--- config.mk ---
export PLATFORM = sky130hd
export DESIGN_NAME = rs_syndrome_calc
export DESIGN_NICKNAME = d
export VERILOG_FILES = /design/src/rtl/rs_pkg.sv /design/src/rtl/gf_cmult.sv /design/src/rtl/rs_syndrome_calc.sv
export SDC_FILE = /design/constraint.sdc
export NUM_CORES = 1
export LEC_CHECK = 0
export CAP_MARGIN = 25
export CORE_AREA = 2 2 90 92
export DETAILED_ROUTE_END_ITERATION = 16
export DIE_AREA = 0 0 92 94
export GPL_TIMING_DRIVEN = 0
export HOLD_SLACK_MARGIN = 0.05
export PLACE_DENSITY = 0.63
export SYNTH_ARGS = -nofsm -noshare
export SYNTH_HDL_FRONTEND = slang
export SYNTH_SLANG_ARGS = --single-unit
--- constraint.sdc ---
create_clock -name clk -period 3.1 [get_ports clk]
set_input_delay 0.93 -clock clk [delete_from_list [all_inputs] [get_ports clk]]
set_output_delay 0.93 -clock clk [all_outputs]
set_load 0.05 [all_outputs]
--- src/rtl/rs_pkg.sv ---
// -----------------------------------------------------------------------------
// rs_pkg
// Shared types and GF(2^w) helper functions for the Reed-Solomon syndrome
// calculator.
//   state_t       : syndrome engine state (ACCUM collects symbols, HOLD
//                   presents the result).
//   gf_mul        : generic carry-less multiply reduced modulo poly.
//   gf_alpha_pow  : alpha^k with alpha = 'h02, for elaboration-time roots.
// -----------------------------------------------------------------------------
package rs_pkg;

    typedef enum logic {
        ACCUM = 1'b0,
        HOLD  = 1'b1
    } state_t;

    // Shift-and-add multiply in GF(2^w); poly includes the x^w term, so a
    // carry into bit w is cancelled by XOR-ing the whole polynomial.
    function automatic logic [31:0] gf_mul(input logic [31:0] a,
                                           input logic [31:0] b,
                                           input logic [31:0] poly,
                                           input int          w);
        logic [31:0] p;
        logic [31:0] x;
        p = '0;
        x = a;
        for (int i = 0; i < 32; i++) begin
            if (i < w) begin
                if (b[i]) p = p ^ x;
                x = x << 1;
                if (x[w]) x = x ^ poly;
            end
        end
        return p;
    endfunction

    function automatic logic [31:0] gf_alpha_pow(input int          k,
                                                 input logic [31:0] poly,
                                                 input int          w);
        logic [31:0] acc;
        acc = 32'd1;
        for (int i = 0; i < k; i++) begin
            acc = gf_mul(acc, 32'd2, poly, w);
        end
        return acc;
    endfunction

endpackage

--- src/rtl/gf_cmult.sv ---
// -----------------------------------------------------------------------------
// gf_cmult
// Constant-coefficient multiplier in GF(2^SYM_W): y = a * COEF mod POLY.
// Because COEF is a parameter, the loop collapses to a fixed XOR network.
//   a  in   SYM_W  multiplicand
//   y  out  SYM_W  product
// -----------------------------------------------------------------------------
module gf_cmult #(
    parameter int          SYM_W = 8,
    parameter logic [31:0] POLY  = 32'h11D,
    parameter logic [31:0] COEF  = 32'h002
) (
    input  logic [SYM_W-1:0] a,
    output logic [SYM_W-1:0] y
);

    logic [SYM_W-1:0] x;
    logic [SYM_W-1:0] p;

    // NOTE: combinational blocks use blocking '=' and assign every variable
    // before any use, so no latch is inferred.
    always_comb begin
        x = a;
        p = '0;
        for (int i = 0; i < SYM_W; i++) begin
            if (COEF[i]) p = p ^ x;
            // Multiply running term by alpha, folding the overflow bit back.
            x = {x[SYM_W-2:0], 1'b0} ^ (x[SYM_W-1] ? POLY[SYM_W-1:0] : '0);
        end
        y = p;
    end

endmodule

--- src/rtl/rs_syndrome_calc.sv ---
// -----------------------------------------------------------------------------
// rs_syndrome_calc
// Streaming Reed-Solomon syndrome calculator (Horner evaluation of the
// received polynomial at alpha^(FCR+j), j = 0..N_SYN-1), highest degree first.
//   clk        in   1            clock
//   rst_n      in   1            asynchronous active-low reset
//   in_sym     in   SYM_W        received symbol
//   in_valid   in   1            in_sym valid
//   in_last    in   1            final symbol (degree 0)
//   in_erase   in   1            erasure flag (RS_ERASURE_CNT_EN only)
//   in_ready   out  1            accepting symbols (ACCUM)
//   syn_out    out  N_SYN*SYM_W  syndromes, S0 in LSBs
//   syn_valid  out  1            result valid (HOLD)
//   syn_ready  in   1            downstream accepts result
//   syn_nz     out  1            any syndrome non-zero
//   len_err    out  1            codeword length differed from N_SYM
//   era_cnt    out  clog2(N_SYM+1) erasure count
// Optional feature macro: RS_ERASURE_CNT_EN (erasure counter); when undefined
// era_cnt is tied to zero and in_erase is unused.
// -----------------------------------------------------------------------------
module rs_syndrome_calc
    import rs_pkg::*;
#(
    parameter int          SYM_W = 8,
    parameter logic [31:0] POLY  = 32'h11D,
    parameter int          N_SYM = 32,
    parameter int          N_SYN = 4,
    parameter int          FCR   = 0,
    localparam int         CNT_W = $clog2(N_SYM + 1)
) (
    input  logic                   clk,
    input  logic                   rst_n,
    input  logic [SYM_W-1:0]       in_sym,
    input  logic                   in_valid,
    input  logic                   in_last,
    input  logic                   in_erase,
    output logic                   in_ready,
    output logic [N_SYN*SYM_W-1:0] syn_out,
    output logic                   syn_valid,
    input  logic                   syn_ready,
    output logic                   syn_nz,
    output logic                   len_err,
    output logic [CNT_W-1:0]       era_cnt
);

    localparam logic [CNT_W-1:0] LAST_IDX = CNT_W'(N_SYM - 1);

    state_t           state;
    logic [CNT_W-1:0] cnt;
    logic [SYM_W-1:0] syn_q    [N_SYN];
    logic [SYM_W-1:0] prod     [N_SYN];
    logic [SYM_W-1:0] syn_next [N_SYN];
    logic             nz_next;
    logic             accept;
    logic             end_beat;

    // in_ready is a decode of the registered state, never of syn_ready.
    assign accept   = in_valid && (state == ACCUM);
    assign end_beat = in_last || (cnt == LAST_IDX);

    for (genvar j = 0; j < N_SYN; j++) begin : g_syn
        localparam logic [31:0] ROOT = gf_alpha_pow(FCR + j, POLY, SYM_W);

        gf_cmult #(
            .SYM_W (SYM_W),
            .POLY  (POLY),
            .COEF  (ROOT)
        ) u_mult (
            .a (syn_q[j]),
            .y (prod[j])
        );

        assign syn_out[j*SYM_W +: SYM_W] = syn_q[j];
    end

    // Horner step; the first beat loads the symbol directly so no separate
    // clear cycle is needed between codewords.
    always_comb begin
        nz_next = 1'b0;
        for (int j = 0; j < N_SYN; j++) begin
            syn_next[j] = (cnt == '0) ? in_sym : (prod[j] ^ in_sym);
            nz_next     = nz_next | (|syn_next[j]);
        end
    end

    // NOTE: sequential state uses non-blocking '<=' so every flop samples
    // pre-edge values regardless of statement order.
    always_ff @(posedge clk or negedge rst_n) begin
        if (!rst_n) begin
            state     <= ACCUM;
            cnt       <= '0;
            in_ready  <= 1'b1;
            syn_valid <= 1'b0;
            syn_nz    <= 1'b0;
            len_err   <= 1'b0;
            for (int j = 0; j < N_SYN; j++) syn_q[j] <= '0;
        end else begin
            case (state)
                ACCUM: begin
                    if (accept) begin
                        for (int j = 0; j < N_SYN; j++) syn_q[j] <= syn_next[j];
                        if (end_beat) begin
                            state     <= HOLD;
                            cnt       <= '0;
                            in_ready  <= 1'b0;
                            syn_valid <= 1'b1;
                            syn_nz    <= nz_next;
                            len_err   <= (cnt != LAST_IDX) || !in_last;
                        end else begin
                            cnt <= cnt + 1'b1;
                        end
                    end
                end
                HOLD: begin
                    if (syn_ready) begin
                        state     <= ACCUM;
                        in_ready  <= 1'b1;
                        syn_valid <= 1'b0;
                    end
                end
                default: begin
                    state     <= ACCUM;
                    in_ready  <= 1'b1;
                    syn_valid <= 1'b0;
                end
            endcase
        end
    end

`ifdef RS_ERASURE_CNT_EN
    logic [CNT_W-1:0] era_q;

    // Counter restarts on the first beat and only moves on accepted beats,
    // so it is frozen throughout HOLD.
    always_ff @(posedge clk or negedge rst_n) begin
        if (!rst_n) begin
            era_q <= '0;
        end else if (accept) begin
            era_q <= (cnt == '0) ? CNT_W'(in_erase) : era_q + CNT_W'(in_erase);
        end
    end

    assign era_cnt = era_q;
`else
    logic unused_erase;
    assign unused_erase = in_erase;
    assign era_cnt      = '0;
`endif

endmodule
# Word-level counts from Yosys, hierarchy flattened
# Cells that the tools add are included.
# op_classes
n_reduce_logical,12
magnitude_cmp,0
mul,0
n_mux,23
add_sub_neg,1
n_eq_ne,5
bitwise_logic,14
div,0
n_shift,0
# op_table
cell,n
bitwise XOR 8 bit,10
two-way mux 8 bit,4
OR reduction 8 bit,4
two-way mux 5 bit,6
two-way mux 1 bit,9
adder 6 x 1 -> 6 bit (second input constant),1
== test 6 x 5 -> 1 bit (second input constant),1
zero test 6 bit,1
two-way mux 6 bit,1
!= test 2 bit (second input constant),3
!= test 6 x 5 -> 1 bit (second input constant),1
one-hot mux 1 bit (2 select lines),3
AND reduction 3 bit,2
bitwise OR 1 bit,3
logical OR 1 bit,2
AND reduction 2 bit,1
logical AND 1 bit,1
zero test 1 bit,1
inverter 1 bit,1
# word_totals
word_cells,65
output_inout_bits,42
latch_bits,0
register_bits,43
mem_count,0
ramBits,0
input_bits,14
romBits,0

# Longest topological paths before layout
# depth
ltp_word,10
mapped_depth,11
mapped_depth_nobuf,8

# Cells and area by module
# Synthesis repeated with hierarchy kept, for this count alone.
# hier_totals
cells_unflattened,391
area_unflattened_um2,3266.9
# by_module_without_submodules
module,cells_each,seq_area_each_um2,instances,area_each_um2
rs_syndrome_calc,356,1077.3,1,2955.3
gf_cmult at g_syn[2].u_mult,8,0.0,1,95.1
gf_cmult at g_syn[3].u_mult,11,0.0,1,92.6
gf_cmult at g_syn[1].u_mult,8,0.0,1,63.8
gf_cmult at g_syn[0].u_mult,8,0.0,1,60.1

# Least setup slack after synthesis
# OpenSTA, ideal clock, no wires.
# synth_timing
path_kind,input-to-reg
start,input port in_sym[5]
end,register syn_nz
setup_slack_ps,797
setup_ps,131
path_stages,6
n_path_buf,2
arrival_ps,2171
cell_sequence,clkbuf_1 > buf_1 > xor2_1 > nor4_1 > o2111a_1 > a21oi_1
# synth_between
elab_chain_len,6
elab_cells_between_ends,15
classes_between,mux: 4; bitwise: 7; reduce/logical: 4
# synth_rtl
item,line,rtl
start: declaration,rs_syndrome_calc.sv:33,"input logic [SYM_W-1:0] in_sym,"
bitwise XOR 8 bit,rs_syndrome_calc.sv:81,syn_next[j] = (cnt == '0) ? in_sym : (prod[j] ^ in_sym);
two-way mux 8 bit,rs_syndrome_calc.sv:81,
OR reduction 8 bit,rs_syndrome_calc.sv:82,nz_next = nz_next | (|syn_next[j]);
bitwise OR 1 bit (2 in series),rs_syndrome_calc.sv:82,
bitwise OR 1 bit *,rs_syndrome_calc.sv:82,
end signal: assignment,rs_syndrome_calc.sv:107,syn_nz <= nz_next;
end: declaration,rs_syndrome_calc.sv:41,"output logic syn_nz,"
# Every way passes the cells marked *; elsewhere a longest branch is shown, timed or not.
# A chain may end at the register's enable or synchronous reset.

# Worst setup path in the final report
# layout_timing
start,input port in_sym[1]
end,register syn_nz
# Same word-level chain as after synthesis.

==> results.sh <==
export IMPL_grt_usage=0.209
export IMPL_grt_pass1_wl_mm=14.2
export IMPL_area_growth_pct=24.3
export IMPL_cts_buffers=5
export IMPL_io_buffer_count=44
export IMPL_fin_util=0.488
export IMPL_max_slew_margin=0.565
export IMPL_worst_setup_path_type="in2reg"
export IMPL_htree_levels=2
export IMPL_hold_path_class="reg2reg"
export IMPL_fmax_mhz=356
export IMPL_die_area_um2=8650
export IMPL_start_util=0.393
export IMPL_clk_pin_slew_ns=0.08
export IMPL_powerDensity_nw_per_um2=975
export IMPL_clkPwrFrac=0.129
export IMPL_cts_buffer_depth=2
export IMPL_drive_above_1_share=0.0566
export IMPL_p_leak_nw=1.48
export IMPL_post_cts_buffers=0
export IMPL_rsz0062_at_grt="no"
export IMPL_fillers=757
export IMPL_power_share_combinational=0.609
export IMPL_synth_async_reset_ratio=1.00
export IMPL_p_switching_mw=1.85
export IMPL_internal_power_mw=1.77
export IMPL_regArea_um2=1080
export IMPL_cts_sinks=43
export IMPL_critPathRequiredTime_ns=3.28
export IMPL_hold_viol=0
export IMPL_antenna_found_initial=0
export IMPL_ys_flop_type="dfrtp_1"
export IMPL_fin_ws_ns=0.287
export IMPL_pin_count=56
export IMPL_yosysWarningCount=0
export IMPL_swShare=0.510
export IMPL_rows=32
export IMPL_die_w_um=92
export IMPL_avgRoutedWirePerCell_um=16.6
export IMPL_slew_violations=0
export IMPL_worst_pin_slew_ns=0.652
export IMPL_finalCritPeriodShare=0.907
export IMPL_worstPathMaxFanout=10
export IMPL_grt_start_max_net_pins=24
export IMPL_numPlacedInstances=518
export IMPL_worstSetupStartpointType="primary input"
export IMPL_drc_errors=0
export IMPL_synth_edf_count=0
export IMPL_antenna_left=0
export IMPL_synth_avg_cell_area_um2=8.17
export IMPL_ys_seq_area_frac=0.360
export IMPL_final_cells=526
export IMPL_finalCriticalPeriod_ns=2.81
export IMPL_routed_via_density=5.59
export IMPL_cp_data_arrival_time_ns=2.99
export IMPL_core_um2=7610
export IMPL_gp_congestion=0.871
export IMPL_post_cts_resized=0
export IMPL_place_ws_ns=0.0702
export IMPL_num_nets_final=439
export IMPL_dp_hpwl_mm=6.36
export IMPL_hold_slack_ns=0.461
export IMPL_syn_cell_area_um2=2990
export IMPL_overflow=0
export IMPL_skew_ns=0.00301
export IMPL_multiInputGateArea_um2=1740
export IMPL_cts_root_buf="clkbuf_8"
export IMPL_crit_path_end_kind="flip-flop"
export IMPL_synthCells=366
export IMPL_drv_cap=0
export IMPL_vias=2938
export IMPL_setup_tns_ns=0
export IMPL_clk_latency_ns=0.31
export IMPL_pwr_share_seq=0.262
export IMPL_irDropWorstVdd_v=0.000659
export IMPL_finalSetupViolCount=0
export IMPL_ys_ff_latch=43
export IMPL_grt_pass1_vias=2762
export IMPL_synth_cell_type_count=51
export IMPL_outcome="completed"
export IMPL_drt_initial_drc_count=232
export IMPL_n_antenna_cell=0
export IMPL_dieHeight_um=94
export IMPL_wl_mm=8.75
export IMPL_cts_tree="yes"
export IMPL_drtPass1Iterations=5
export IMPL_ctsHoldBuffers=0
## per-layer routing
layer	vias up	GRT usage	wire length, um
met1	1416	0.277	3960
met3	19	0.0385	478
met5	-	0	0
li1	1386	-	-
met4	0	0.0684	178
met2	117	0.345	4130
## critical path, stage by stage
cell	delay (ns)
clkdlybuf4s50_1	0.58
buf_1	0.51
xnor2_1	0.18
nand4_1	0.11
a21oi_1	0.17
o22ai_1	0.13
nor4_1	0.25
a21oi_1	0.12
## worst paths after layout
path,startpoint,end,slack [ns],depth (start not counted)
max,in_sym[1],syn_nz$_DFFE_PN0P_,0.29,8
min,in_ready$_DFFE_PN1P_,in_ready$_DFFE_PN1P_,0.46,2
max reg2reg,cnt[0]$_DFFE_PN0P_,syn_nz$_DFFE_PN0P_,0.38,11
min reg2reg,in_ready$_DFFE_PN1P_,in_ready$_DFFE_PN1P_,0.46,2
max in group asynchronous,rst_n,in_ready$_DFFE_PN1P_,1.93,2
min in group asynchronous,rst_n,syn_out[8]$_DFFE_PN0P_,0.59,1
## synthesized netlist by cell type (all sizes together), types with 5 or more instances
cell,number,area share
nand2,63,0.079
dfrtp,42,0.35
xor2,32,0.094
o21ai,31,0.052
nor2,25,0.031
clkbuf,21,0.026
xnor2,21,0.062
buf,17,0.031
a21oi,16,0.027
nor3,11,0.018
a311oi,8,0.023
o22ai,8,0.017
a31oi,5,0.010
inv,5,0.0063
## area by class of cell
cell class / instances / area share
plain buffers: 38 / 0.0465
inverters: 5 / 0.00505
repair buffers: 45 / 0.125
flip-flops and latches: 43 / 0.290
clock buffers: 6 / 0.0222
well taps: 102 / 0.0343
clock inverters: 2 / 0.00943
multi-input cells: 285 / 0.468
## flip-flops by register name, indices dropped and copies added, names as in the netlist
signal / flops
syn_out: 32
state: 1
syn_nz: 1
cnt: 6
syn_valid: 1
in_ready: 1
len_err: 1
## power by group through the flow
stage | sequential, mW | clock (mW) | combinational [mW]
floorplan | 1.48 | 0 | 1.01
global placement | 0.956 | 0 | 2.15
detailed placement | 0.960 | 0 | 2.18
CTS | 0.948 | 0.477 | 2.19
global route | 0.978 | 0.502 | 2.36
finish | 0.948 | 0.467 | 2.21
## cells by family (layout without fill, tap and decap cells)
logic type,count (synthesis),count (layout),synth area share
AOI/OAI and AO/OA,92,92,0.199
xor gates and xnor gates,54,54,0.163
adders and majority gates,2,2,0.00837
buffers and inverters,43,96,0.0640
DFF,43,43,0.360
other,1,6,0.00125
and+or+nand+nor,131,131,0.203
## metrics by stage
step | total power, mW | cell area, um2
final | 3.62 | 3720
after global routing | 3.84 | 3720
after CTS | 3.62 | 3720
after detailed placement | 3.14 | 3600
after global placement | 3.11 | 3580
after floorplan | 2.49 | 3010
## cell usage in the layout (no fill, tap or decap), types with 3 or more instances in the layout
master           Yosys  layout
nand2_1             63      63
clkdlybuf4s50_1      0      43
dfrtp_1             42      42
xor2_1              32      32
o21ai_0             31      31
nor2_1              25      25
clkbuf_1            21      21
xnor2_1             21      21
a21oi_1             16      16
nor3_1              11      11
o22ai_1              8       8
a311oi_1             8       8
buf_2                6       7
buf_4                6       6
conb_1               1       6
clkbuf_8             0       6
inv_1                5       5
buf_1                5       5
a31oi_1              5       5
nor4bb_1             4       4
o2bb2ai_1            4       4
nor4_1               4       4
nand3_1              4       4
nand4_1              3       3
nor2b_1              3       3
or3_1                3       3
(Power assumes the default switching activity.)
